**src/rtl/mem_wb_stage.sv**
```systemverilog
// -----------------------------------------------------------------------------
// mem_wb_stage
//   MEM/WB pipeline register for the five-stage MIPS core. Captures the PC,
//   instruction, ALU result, data-memory read data and lui shift value once
//   per cycle. It then decodes the captured instruction into register-file
//   write-back controls, and keeps a count of retired (non-nop) instructions.
//
// Ports
//   clk              rising-edge clock
//   reset            asynchronous active-low reset
//   en               1 = capture inputs, 0 = stall (hold all state)
//   flush            1 = load a bubble (nop); has priority over en
//   in_PC            PC of the instruction in MEM
//   in_instruction   instruction word in MEM
//   in_ALUout        ALU result from EX/MEM
//   in_DMout         data-memory read data (lw)
//   in_Shift         lui result (imm16 << 16)
//   out_PC           registered PC
//   out_instruction  registered instruction
//   W_RegWE          register-file write enable
//   W_RegAddr        register-file write address
//   W_RegWD          register-file write data
//   retired_cnt      number of non-nop instructions accepted (wraps)
// -----------------------------------------------------------------------------
module mem_wb_stage #(
   parameter int WIDTH    = 32,
   parameter int RA_REG   = 31,
   parameter int LINK_OFF = 8
) (
   input  logic             clk,
   input  logic             reset,
   input  logic             en,
   input  logic             flush,
   input  logic [WIDTH-1:0] in_PC,
   input  logic [WIDTH-1:0] in_instruction,
   input  logic [WIDTH-1:0] in_ALUout,
   input  logic [WIDTH-1:0] in_DMout,
   input  logic [WIDTH-1:0] in_Shift,
   output logic [WIDTH-1:0] out_PC,
   output logic [WIDTH-1:0] out_instruction,
   output logic             W_RegWE,
   output logic [4:0]       W_RegAddr,
   output logic [WIDTH-1:0] W_RegWD,
   output logic [WIDTH-1:0] retired_cnt
);

   localparam logic [5:0] OP_RTYPE = 6'b000000;
   localparam logic [5:0] OP_ORI   = 6'b001101;
   localparam logic [5:0] OP_LW    = 6'b100011;
   localparam logic [5:0] OP_LUI   = 6'b001111;
   localparam logic [5:0] OP_JAL   = 6'b000011;
   localparam logic [5:0] FN_ADD   = 6'b100000;
   localparam logic [5:0] FN_SUB   = 6'b100010;

   logic [WIDTH-1:0] r_pc;
   logic [WIDTH-1:0] r_instr;
   logic [WIDTH-1:0] r_aluout;
   logic [WIDTH-1:0] r_dmout;
   logic [WIDTH-1:0] r_shift;
   logic [WIDTH-1:0] r_retired_cnt;

   logic [5:0]       w_op;
   logic [5:0]       w_funct;
   logic             w_wr;
   logic [4:0]       w_addr;
   logic [WIDTH-1:0] w_wd;

   always_ff @(posedge clk or negedge reset) begin
      if (!reset) begin
         r_pc     <= '0;
         r_instr  <= '0;
         r_aluout <= '0;
         r_dmout  <= '0;
         r_shift  <= '0;
      end else if (flush) begin
         r_pc     <= '0;
         r_instr  <= '0;
         r_aluout <= '0;
         r_dmout  <= '0;
         r_shift  <= '0;
      end else if (en) begin
         r_pc     <= in_PC;
         r_instr  <= in_instruction;
         r_aluout <= in_ALUout;
         r_dmout  <= in_DMout;
         r_shift  <= in_Shift;
      end
   end

   // A flushed slot is a bubble, so it never counts as retired.
   always_ff @(posedge clk or negedge reset) begin
      if (!reset) begin
         r_retired_cnt <= '0;
      end else if (!flush && en && (in_instruction != '0)) begin
         r_retired_cnt <= r_retired_cnt + WIDTH'(1);
      end
   end

   assign w_op    = r_instr[31:26];
   assign w_funct = r_instr[5:0];

   always_comb begin
      w_wr   = 1'b0;
      w_addr = 5'd0;
      w_wd   = '0;
      case (w_op)
         OP_RTYPE: begin
            if ((w_funct == FN_ADD) || (w_funct == FN_SUB)) begin
               w_wr   = 1'b1;
               w_addr = r_instr[15:11];
               w_wd   = r_aluout;
            end
         end
         OP_ORI: begin
            w_wr   = 1'b1;
            w_addr = r_instr[20:16];
            w_wd   = r_aluout;
         end
         OP_LW: begin
            w_wr   = 1'b1;
            w_addr = r_instr[20:16];
            w_wd   = r_dmout;
         end
         OP_LUI: begin
            w_wr   = 1'b1;
            w_addr = r_instr[20:16];
            w_wd   = r_shift;
         end
         OP_JAL: begin
            w_wr   = 1'b1;
            w_addr = 5'(RA_REG);
            w_wd   = r_pc + WIDTH'(LINK_OFF);
         end
         default: begin
            w_wr = 1'b0;
         end
      endcase
   end

   // $0 is hard-wired zero: suppress the enable, but keep the decode visible.
   assign W_RegWE         = w_wr && (w_addr != 5'd0);
   assign W_RegAddr       = w_addr;
   assign W_RegWD         = w_wd;
   assign out_PC          = r_pc;
   assign out_instruction = r_instr;
   assign retired_cnt     = r_retired_cnt;

endmodule

```
**config.mk**
```make
export PLATFORM = sky130hd
export DESIGN_NAME = mem_wb_stage
export DESIGN_NICKNAME = d
export VERILOG_FILES = /design/src/rtl/mem_wb_stage.sv
export SDC_FILE = /design/constraint.sdc
export NUM_CORES = 1
export LEC_CHECK = 0
export CORE_UTILIZATION = 47
export CTS_CLUSTER_DIAMETER = 40
export DETAILED_ROUTE_END_ITERATION = 8
export GPL_TIMING_DRIVEN = 0
export PLACE_DENSITY = 0.82
export SLEW_MARGIN = 10
export SYNTH_ARGS = -nofsm -noshare
export SYNTH_HDL_FRONTEND = slang
export SYNTH_SLANG_ARGS = --single-unit
```
**constraint.sdc**
```tcl
create_clock -name clk -period 2.1 [get_ports clk]
set_input_delay 0.315 -clock clk [delete_from_list [all_inputs] [get_ports clk]]
set_output_delay 0.315 -clock clk [all_outputs]
set_load 0.03 [all_outputs]
```
==> results of run 1 <==
## per-layer routing
metal  wire length [um]  track usage  vias up  part of all wire
li1                   -            -     3713                 -
met1              12300        0.384     4022              0.39
met2              15100        0.521      383              0.48
met3               2820       0.0945       66             0.090
met4               1060        0.128        0             0.034
met5                  0            0        -                 0
## timing repair
action,in CTS,in global routing
endpoints found under the setup margin,52,58
endpoints found under the hold margin,58,0
hold buffers,1,0
resized for setup,321,22
setup buffers,22,11
gates cloned,3,0
pin swaps,30,19
## cells in the final DEF, fill, tap and decap left out, types with 4 or more instances in the layout
cell and instances:
and3_1 4, buf_1 6, mux2i_1 160, nor3_1 14, xor2_1 35, clkbuf_16 18
nor4_1 12, dfrtp_1 173, or4_1 4, xnor2_1 21, o21ai_4 16, buf_16 4
a222oi_1 30, dfrtp_2 19, buf_2 11, clkdlybuf4s50_1 255, inv_1 14, nand2_1 19
clkinv_8 7, clkbuf_4 4, buf_4 30, clkbuf_1 20, o21ai_2 11, nand3_1 13
a221o_1 7, nand2_2 10, nand2_4 4, buf_6 41, nor2_1 180, buf_8 6
nand4_1 20
## power groups by stage
stage / Combinational, uW / Clock, uW / Sequential, uW
2_1_floorplan: 551 / 0 / 4400
3_3_place_gp: 1570 / 0 / 4210
3_5_place_dp: 1620 / 0 / 4220
4_1_cts: 1680 / 3410 / 4150
5_1_grt: 1800 / 3550 / 4190
6_report: 1700 / 3360 / 4160
## cell families after synthesis
kind of cell / synth area share
multiplexers: 0.176
adder cells (fa/ha/maj): 0.00274
buffers and inverters: 0.0298
flip-flops: 0.526
AND/OR/NAND/NOR: 0.147
XOR/XNOR: 0.0556
AO/OA/AOI/OAI: 0.0627
## area by class of cell
class	count	area, sq um
clock inverter	15	206
fill	1380	4850
antenna	1	2.50
tap	260	325
sequential	192	4830
clock buffer	17	425
timing repair buffer	334	3430
inverter	14	52.6
multi-input combinational	593	4480
buffer	49	303
## worst reg2reg max path: stages, from the launching register on
cell	delay, ns
dfrtp_1	0.45
nand3_1	0.16
nor4_2	0.48
o2111ai_4	0.30
nor4_1	0.31
xnor2_1	0.15
## worst min-delay path by stage
stage / from / endpoint / cells past startpoint
2_1_floorplan: reset / out_PC[0]$_DFFE_PN0P_ / 0
3_3_place_gp: retired_cnt[31]$_DFFE_PN0P_ / retired_cnt[31]$_DFFE_PN0P_ / 1
3_5_place_dp: reset / r_shift[18]$_DFFE_PN0P_ / 1
4_1_cts: reset / r_shift[18]$_DFFE_PN0P_ / 2
5_1_grt: reset / r_shift[18]$_DFFE_PN0P_ / 2
6_report: reset / r_shift[18]$_DFFE_PN0P_ / 2
## metrics by stage
step	setup slack, ns	power, uW	area, sq um
6_report	-0.572	9220	14000
3_3_place_gp	-8.07	5790	12700
3_5_place_dp	-1.27	5840	12800
5_1_grt	-0.640	9540	14000
2_1_floorplan	-0.0481	4960	9430
4_1_cts	-0.555	9240	13900
## sequential cells by signal (all words and copies together) (netlist names)
signal	cells
out_PC	32
out_instruction	32
r_aluout	32
r_dmout	32
r_shift	32
retired_cnt	32
==> key figures, run 1 <==
Setup path
  • Worst Setup SP: out_instruction[29]$_DFFE_PN0P_
  • Cell count along the critical path: 8
  • Worst r2r src: retired_cnt[5]$_DFFE_PN0P_
  • Buf/Inv on CP: 3
  • Critical R2R Capture: retired_cnt[26]$_DFFE_PN0P_
  • Worst R2R Path Depth: 5
  • Crit-path cells: nor4_4 > and3_4 > o21bai_4 > buf_12 > buf_8 > a222oi_1 > o21ai_4 > buf_6
  • Delay-heaviest family, CP: compound AO/OA/AOI/OAI gates
  • Worst R2R Setup Slack: 0.18 ns
  • Crit Path Class: flip-flop to primary output
  • Setup crit end kind: primary output
  • WP data arrival: 2.36 ns
  • Critical Path Source Type: flip-flop
  • End of the critical path: W_RegWD[28]
  • Critical-path top delay cell: a222oi_1
  • CP required: 1.78 ns
  • Crit-path max FO: 8
  • Crit path largest cell delay: 0.50 ns

Logic synthesis
  • Synth area leaders: dfrtp_1 53%, mux2i_1 18%, nor2_1 7.5%
  • #FFs+latches synth: 192
  • Post-synth top area cell: dfrtp_1
  • Seq/Total Area, Yosys: 0.526
  • Post-synth EDFFs: 0
  • Yosys warnings: 0
  • Yosys cell types: 34
  • Cell Area, Synth: 9140 sq um
  • Cell with the most instances after synthesis: dfrtp_1
  • Post-Syn Nets: 1017
  • Synth top area share: 0.526
  • Ys async rst share: 1.00
  • Commonest cells post-synth: 192 x dfrtp_1, 183 x nor2_1, 160 x mux2i_1
  • Syn avg cell area: 10.7 sq um
  • Top_reg_cell synth: dfrtp_1
  • Synth Instances: 851

Pwr
  • Int Power: 6400 uW
  • Leakage: 0.00644 uW
  • Sw frac: 0.306
  • Sequential group share of total power: 0.451
  • Pwr per Cell Area: 657 nW/um^2
  • Clk pwr share: 0.365
  • Max IR drop VDD: 634 uV
  • Logic pwr share: 0.184
  • Sw Pwr: 2820 uW

Placed design
  • Cells after DPL: 1408
  • Gpl congestion: 0.887
  • IO Port Bufs: 295
  • Hpwl dp: 22400 um

Finish
  • Area Growth Syn to Fin: 53.6%
  • Utilization after layout: 0.743
  • Layout net count: 1367
  • Final Instance Count excl. Fillers: 1475
  • Share of layout cells above drive strength 1: 0.174

Global route
  • First-pass GRT wire length: 47400 um
  • Initial antenna violation count: 1
  • Gr ovfl total: 0
  • Gr usage total: 0.315
  • Largest net degree at the start of global routing: 70
  • Vias in the first global route: 8483

Drt
  • Number of detailed-route iterations in the first pass: 9
  • Via count: 8184
  • Drt drc: 0
  • Via-to-Cell Ratio: 5.55
  • Drt total wl: 31200 um
  • Post-route ant nets: 0
  • WL per Instance: 21.2 um
  • Iter 0 DRT Violations: 604

STA
  • FMAX: 0.374 GHz
  • Final slew viol count: 0
  • Slew @ Worst Pin: 0.855 ns
  • Hold Fails Final Rpt: 0
  • Final hold slack: 0.397 ns
  • Setup-failing EPs final: 38
  • Crit path time final: 2.67 ns
  • Final WS setup: -0.572 ns
  • Skew final: 0.00950 ns
  • Setup TNS: -15.60 ns
  • RSZ-0062 raised after global routing: true
  • Worst rel slew slack: 0.430
  • Final Cycle Share: 1.27

Floorplanning
  • DIE AREA: 20000 sq um
  • Row cnt: 50
  • Chip Width: 141 um
  • Boundary Pins: 298
  • Core Area: 18900 sq um
  • Die height: 141 um
  • Initial core utilization: 0.484

Clock network
  • Clock transition at path regs: 0.09 ns
  • CTS sink count: 192
  • H-tree Lvls: 4
  • Clock root buffer: clkbuf_16
  • Skew-Pair Late Insertion Delay: 0.44 ns
  • CTS Buf Count: 17
  • CTS tree: yes
  • Max clock buf depth: 2

Outcome
  • Outcome: finished, violations left
  • Failing checks: setup timing

Hold path
  • Min-delay worst type: input pin to asynchronous set/reset pin

Job
  • Max cap viols: 0
Power figures use the tool's default switching activity.
==> inputs of run 2 (changes only) <==
--- a/config.mk
+++ b/config.mk
@@ -8,9 +8,7 @@
 export CORE_UTILIZATION = 47
 export CTS_CLUSTER_DIAMETER = 40
 export DETAILED_ROUTE_END_ITERATION = 8
-export GPL_TIMING_DRIVEN = 0
 export PLACE_DENSITY = 0.82
-export SLEW_MARGIN = 10
 export SYNTH_ARGS = -nofsm -noshare
 export SYNTH_HDL_FRONTEND = slang
 export SYNTH_SLANG_ARGS = --single-unit
==> run 2 against run 1 <==
  * The run still ends with setup timing left
  * Non-clock buffer count is 11 higher
  * Wire length down 2.2%
  * Global-route usage fell by 2.1 points
  * Critical path type unchanged
  * Largest cell class unchanged
  * Highest routed layer is now met5
==> key figures, run 2 (same netlist as run 1, synthesis figures left out) <==
Floorplanning
  • Die height: 141 um (unchanged)
  • DIE AREA: 20000 sq um (unchanged)
  • Boundary Pins: 298 (unchanged)
  • Initial core utilization: 0.484 (unchanged)
  • Row cnt: 50 (unchanged)
  • Chip Width: 141 um (unchanged)
  • Core Area: 18900 sq um (unchanged)

Clock network
  • Clock transition at path regs: 0.07 ns (-0.02 ns)
  • Skew-Pair Late Insertion Delay: 0.44 ns (about the same)
  • Max clock buf depth: 2 (unchanged)
  • CTS Buf Count: 17 (unchanged)
  • Clock root buffer: clkbuf_16
  • CTS tree: yes
  • H-tree Lvls: 4 (unchanged)
  • CTS sink count: 192 (unchanged)

Setup path
  • Worst r2r src: retired_cnt[5]$_DFFE_PN0P_
  • Delay-heaviest family, CP: compound AO/OA/AOI/OAI gates
  • Worst Setup SP: out_instruction[5]$_DFFE_PN0P_
  • Crit path largest cell delay: 0.45 ns (-0.05 ns)
  • Setup crit end kind: primary output
  • WP data arrival: 2.28 ns (-0.08 ns)
  • Crit-path cells: nor4b_4 > and3_4 > o21bai_4 > buf_12 > a222oi_1 > o21ai_4 > buf_6
  • Cell count along the critical path: 7 (-1)
  • Critical-path top delay cell: a222oi_1
  • CP required: 1.78 ns (about the same)
  • Buf/Inv on CP: 2 (-1)
  • Worst R2R Setup Slack: 0.28 ns (+0.10 ns)
  • Critical Path Source Type: flip-flop
  • Worst R2R Path Depth: 4 (-1)
  • Crit Path Class: flip-flop to primary output
  • Crit-path max FO: 8 (unchanged)
  • Critical R2R Capture: retired_cnt[12]$_DFFE_PN0P_
  • End of the critical path: W_RegWD[23]

Drt
  • Drt total wl: 30500 um (-2.2%)
  • Drt drc: 0 (unchanged)
  • Iter 0 DRT Violations: 737 (+22%)
  • Via count: 8263 (+0.97%)
  • Via-to-Cell Ratio: 5.56 (+0.29%)
  • Number of detailed-route iterations in the first pass: 7 (-2)
  • WL per Instance: 20.6 um (-2.9%)
  • Post-route ant nets: 0 (unchanged)

Placed design
  • Hpwl dp: 19700 um (-12%)
  • Place WS: -0.149 ns (+1.12 ns)
  • Placed cell area: 13200 sq um (+3.5%)
  • IO Port Bufs: 297 (+0.68%)
  • Gpl congestion: 0.860 (-3.0%)

STA
  • Final WS setup: -0.496 ns (+0.0758 ns)
  • Skew final: 0.00790 ns (-0.00160 ns)
  • Final Cycle Share: 1.24 (-0.0361)
  • Final hold slack: 0.376 ns (-0.0211 ns)
  • Worst rel slew slack: 0.453 (+0.0229)
  • RSZ-0062 raised after global routing: true
  • FMAX: 0.385 GHz (+2.9%)
  • Slew @ Worst Pin: 0.821 ns (-0.0343 ns)
  • Setup TNS: -14.45 ns (+1.15 ns)
  • Final slew viol count: 0 (unchanged)
  • Crit path time final: 2.60 ns (-0.0758 ns)
  • Hold Fails Final Rpt: 0 (unchanged)
  • Setup-failing EPs final: 38 (unchanged)

Finish
  • Final Cell Area: 14300 sq um (+1.7%)
  • Most common cell after layout, fill and taps aside: clkdlybuf4s50_1
  • Layout net count: 1378 (+0.80%)
  • Most frequent cells in the layout: 255 x clkdlybuf4s50_1, 182 x nor2_1, 175 x dfrtp_1, 160 x mux2i_1, 70 x buf_4
  • Area Growth Syn to Fin: 56.3%
  • Fillcell total: 1284 (-7.0%)
  • Share of layout cells above drive strength 1: 0.194 (+0.0205)
  • # diodes: 0 (-1)

Pwr
  • Max IR drop VDD: 666 uV (+5.1%)
  • Leakage: 0.00656 uW (+2.0%)
  • Pwr per Cell Area: 636 nW/um^2 (-3.1%)
  • Design Power: 9090 uW (-1.4%)

Global route
  • Gr ovfl total: 0 (unchanged)
  • Largest net degree at the start of global routing: 161 (+130%)
  • First-pass GRT wire length: 44900 um (-5.3%)
  • Vias in the first global route: 8160 (-3.8%)
  • Initial antenna violation count: 1 (unchanged)
  • Gr usage total: 0.294 (-0.0209)

Outcome
  • Failing checks: setup timing
  • Outcome: finished, violations left

Job
  • Max cap viols: 0 (unchanged)

Hold path
  • Min-delay worst type: input pin to flip-flop
[run 2: repair_timing]
action                                  in CTS  in global routing
endpoints found under the setup margin      38                 39
pin swaps                                   10                 21
hold buffers                                 1                  0
buffers inserted                             7                  9
hold endpoints to repair                    56                  0
gates resized for setup                     56                 14
cloned                                       1                  5
[run 2: layout make-up]
cell class | instances | area [sq um] | area share
multi-input cells | 593 | 4430 | 0.310
clock inverters | 14 | 143 | 0.00998
flip-flops and latches | 192 | 4830 | 0.338
inverters | 14 | 52.6 | 0.00368
well taps | 260 | 325 | 0.0228
clock buffers | 18 | 439 | 0.0307
repair buffers | 394 | 4070 | 0.285
[run 2: worst reg2reg max path, stage by stage (launching register included)]
cell and delay (ns):
dfrtp_1 0.43, nand3_1 0.15, or4_1 0.61, or3_1 0.40
xnor2_1 0.13
[run 2: per-stage QoR]
step | util | instances
3_5_place_dp | 0.699 | 1437
4_1_cts | 0.746 | 1478
5_1_grt | 0.756 | 1485
6_report | 0.756 | 1485
3_3_place_gp | 0.699 | 1437
2_1_floorplan | - | 851
[run 2: metal layers]
metal,up-vias,track usage,wire length [um]
met5,-,0,13
met4,2,0.100,866
met3,60,0.0901,2880
met2,386,0.497,15100
met1,4078,0.357,11700
li1,3737,-,-
[run 2: report_power, final]
part / internal, uW / leakage [uW] / total (uW) / switching [uW]
clock: 1620 / 0.000285 / 3210 / 1590
sequential: 3920 / 0.00249 / 4140 / 212
combinational: 864 / 0.00379 / 1750 / 887
total: 6410 / 0.00656 / 9090 / 2680
[run 2: how the worst min path moves through the flow]
stage / depth (start not counted) / to / start / slack, ns
6_report: 4 / retired_cnt[1]$_DFFE_PN0P_ / flush / 0.38
3_5_place_dp: 1 / r_aluout[20]$_DFFE_PN0P_ / reset / 0.33
5_1_grt: 2 / r_aluout[20]$_DFFE_PN0P_ / reset / 0.46
3_3_place_gp: 1 / r_shift[14]$_DFFE_PN0P_ / reset / 0.33
4_1_cts: 4 / retired_cnt[1]$_DFFE_PN0P_ / flush / 0.37
2_1_floorplan: 0 / out_PC[0]$_DFFE_PN0P_ / reset / 0.02
==> inputs of run 3 (changes only) <==
--- a/config.mk
+++ b/config.mk
@@ -5,6 +5,7 @@
 export SDC_FILE = /design/constraint.sdc
 export NUM_CORES = 1
 export LEC_CHECK = 0
+export CORE_ASPECT_RATIO = 1.1
 export CORE_UTILIZATION = 47
 export CTS_CLUSTER_DIAMETER = 40
 export DETAILED_ROUTE_END_ITERATION = 8
==> run 3 against run 2 <==
  * The run still ends with setup timing left
  * First-iteration DRC count shrank 14%
  * Final area rose by 0.11%
  * Wire length fell by 0.65%
  * Cell count is 0.47% lower
  * Worst setup slack gained 0.047 ns
  * Global-route usage about the same
  * Worst hold slack improved by 0.0051 ns
  * Critical path type unchanged
==> key figures, run 3 (same netlist as run 1, synthesis figures left out) <==
Outcome
  • Outcome: finished, violations left
  • Failing checks: setup timing

Drt
  • Post-route ant nets: 0 (unchanged)
  • Via count: 8214 (-0.59%)
  • Drt total wl: 30300 um (-0.65%)
  • Iter 0 DRT Violations: 632 (-14%)
  • WL per Instance: 20.5 um (-0.17%)
  • Drt drc: 0 (unchanged)
  • Via-to-Cell Ratio: 5.56 (-0.12%)
  • Number of detailed-route iterations in the first pass: 8 (+1)

Setup path
  • Critical R2R Capture: retired_cnt[12]$_DFFE_PN0P_
  • Worst r2r src: retired_cnt[6]$_DFFE_PN0P_
  • Critical Path Source Type: flip-flop
  • Critical-path top delay cell: dfrtp_2
  • CP required: 1.78 ns (about the same)
  • Worst R2R Setup Slack: 0.25 ns (-0.03 ns)
  • WP data arrival: 2.23 ns (-0.05 ns)
  • Crit-path max FO: 8 (unchanged)
  • Worst R2R Path Depth: 4 (unchanged)
  • Crit-path cells: nor4_4 > and3_4 > o21bai_4 > buf_12 > a222oi_1 > buf_4 > o21ai_2 > buf_6
  • Setup crit end kind: primary output
  • Crit Path Class: flip-flop to primary output
  • Crit path largest cell delay: 0.44 ns (about the same)

Placed design
  • Hpwl dp: 20200 um (+2.3%)
  • IO Port Bufs: 297 (unchanged)
  • Gpl congestion: 0.848 (-1.4%)

Floorplanning
  • DIE AREA: 20000 sq um (about the same)
  • Chip Width: 135 um (-4.6%)
  • Boundary Pins: 298 (unchanged)
  • Die height: 148 um (+4.8%)
  • Initial core utilization: 0.479 (-0.00520)
  • Core Area: 19100 sq um (+1.1%)
  • Row cnt: 53 (+6.0%)

STA
  • RSZ-0062 raised after global routing: true
  • FMAX: 0.392 GHz (+1.8%)
  • Worst rel slew slack: 0.436 (-0.0165)
  • Crit path time final: 2.55 ns (-0.0467 ns)
  • Setup-failing EPs final: 38 (unchanged)
  • Setup TNS: -13.41 ns (+1.04 ns)
  • Slew @ Worst Pin: 0.846 ns (+0.0247 ns)
  • Skew final: 0.00969 ns (+0.00179 ns)
  • Hold Fails Final Rpt: 0 (unchanged)
  • Final WS setup: -0.449 ns (+0.0467 ns)
  • Final hold slack: 0.381 ns (+0.00507 ns)
  • Final slew viol count: 0 (unchanged)
  • Final Cycle Share: 1.21 (-0.0222)

Pwr
  • Max IR drop VDD: 629 uV (-5.6%)
  • Leakage: 0.00660 uW (+0.54%)
  • Pwr per Cell Area: 643 nW/um^2 (+1.1%)
  • Design Power: 9200 uW (+1.2%)

Finish
  • Fillcell total: 1293 (+0.70%)
  • Area Growth Syn to Fin: 56.5%
  • Most common cell after layout, fill and taps aside: clkdlybuf4s50_1
  • Share of layout cells above drive strength 1: 0.206 (+0.0117)
  • Most frequent cells in the layout: 255 x clkdlybuf4s50_1, 181 x nor2_1, 175 x dfrtp_1, 160 x mux2i_1, 75 x buf_4
  • Layout net count: 1381 (+0.22%)

Job
  • Max cap viols: 0 (unchanged)

Clock network
  • CTS tree: yes
  • CTS Buf Count: 17 (unchanged)
  • Max clock buf depth: 2 (unchanged)
  • H-tree Lvls: 4 (unchanged)
  • Clock root buffer: clkbuf_16
  • Skew-Pair Late Insertion Delay: 0.43 ns (about the same)
  • Clock transition at path regs: 0.07 ns (about the same)
  • CTS sink count: 192 (unchanged)

Global route
  • Gr usage total: 0.294 (about the same)
  • First-pass GRT wire length: 44800 um (-0.15%)
  • Initial antenna violation count: 5 (+4)
  • Vias in the first global route: 8366 (+2.5%)
  • Largest net degree at the start of global routing: 161 (unchanged)
  • Gr ovfl total: 0 (unchanged)

Hold path
  • WHS Endpoint: retired_cnt[1]$_DFFE_PN0P_
  • Min-delay worst type: input pin to flip-flop
  • Hold depth: 4 (unchanged)
  • Min-Delay Startpoint: flush
## run 3: layer usage
layer  up-vias  part of all wire  track usage
met2       367              0.49        0.499
met4         2             0.041        0.126
met5         -           0.00043            0
met3        74             0.078       0.0678
li1       3739                 -            -
met1      4032              0.39        0.357
## run 3: where the power goes
part           switching [uW]  total, uW  internal (uW)
registers                 208       4130           3920
clock network            1520       3320           1800
logic                     891       1760            866
total                    2620       9200           6590
## run 3: worst max path at each step
stage	cells after the start	start	end
global route	8	out_PC[11]$_DFFE_PN0P_	W_RegWD[20]
detailed placement	6	in_instruction[13]	retired_cnt[1]$_DFFE_PN0P_
finish	8	out_instruction[29]$_DFFE_PN0P_	W_RegWD[27]
global placement	6	in_instruction[5]	retired_cnt[1]$_DFFE_PN0P_
CTS	8	out_PC[3]$_DFFE_PN0P_	W_RegWD[21]
floorplan	5	out_PC[10]$_DFFE_PN0P_	W_RegWD[25]
## run 3: worst max-delay path: cells and delay by family (launching register included)
kind,cells,cell delay [ns]
AO/OA/AOI/OAI,3,0.34
AND/OR/NAND/NOR,2,0.55
buffers and inverters,3,0.47
flip-flops,1,0.44
## run 3: final cells by class
cell class / count / area, sq um / share of cell area
inverters: 14 / 52.6 / 0.00367
diodes: 3 / 7.51 / 0.000525
repair buffers: 397 / 4040 / 0.283
flip-flops and latches: 192 / 4830 / 0.337
clock buffers: 17 / 425 / 0.0297
well taps: 247 / 309 / 0.0216
clock inverters: 15 / 169 / 0.0118
multi-input cells: 593 / 4470 / 0.313
## run 3: per-stage QoR
| step | util | worst slack, ns | std cells | area (sq um) |
|---|---|---|---|---|
| 3_5_place_dp | 0.688 | -0.178 | 1421 | 13100 |
| 2_1_floorplan | - | -0.0481 | 851 | 9430 |
| 6_report | 0.749 | -0.449 | 1478 | 14300 |
| 5_1_grt | 0.749 | -0.546 | 1478 | 14300 |
| 4_1_cts | 0.741 | -0.463 | 1469 | 14100 |
| 3_3_place_gp | 0.688 | -0.133 | 1421 | 13100 |
## run 3: what timing repair did
item,4_1_cts,5_1_grt
cloned,1,5
pin swaps,25,26
resized for setup,65,17
buffers inserted,15,6
endpoints found under the setup margin,38,38
hold endpoints to repair,45,0
hold buffers,1,0
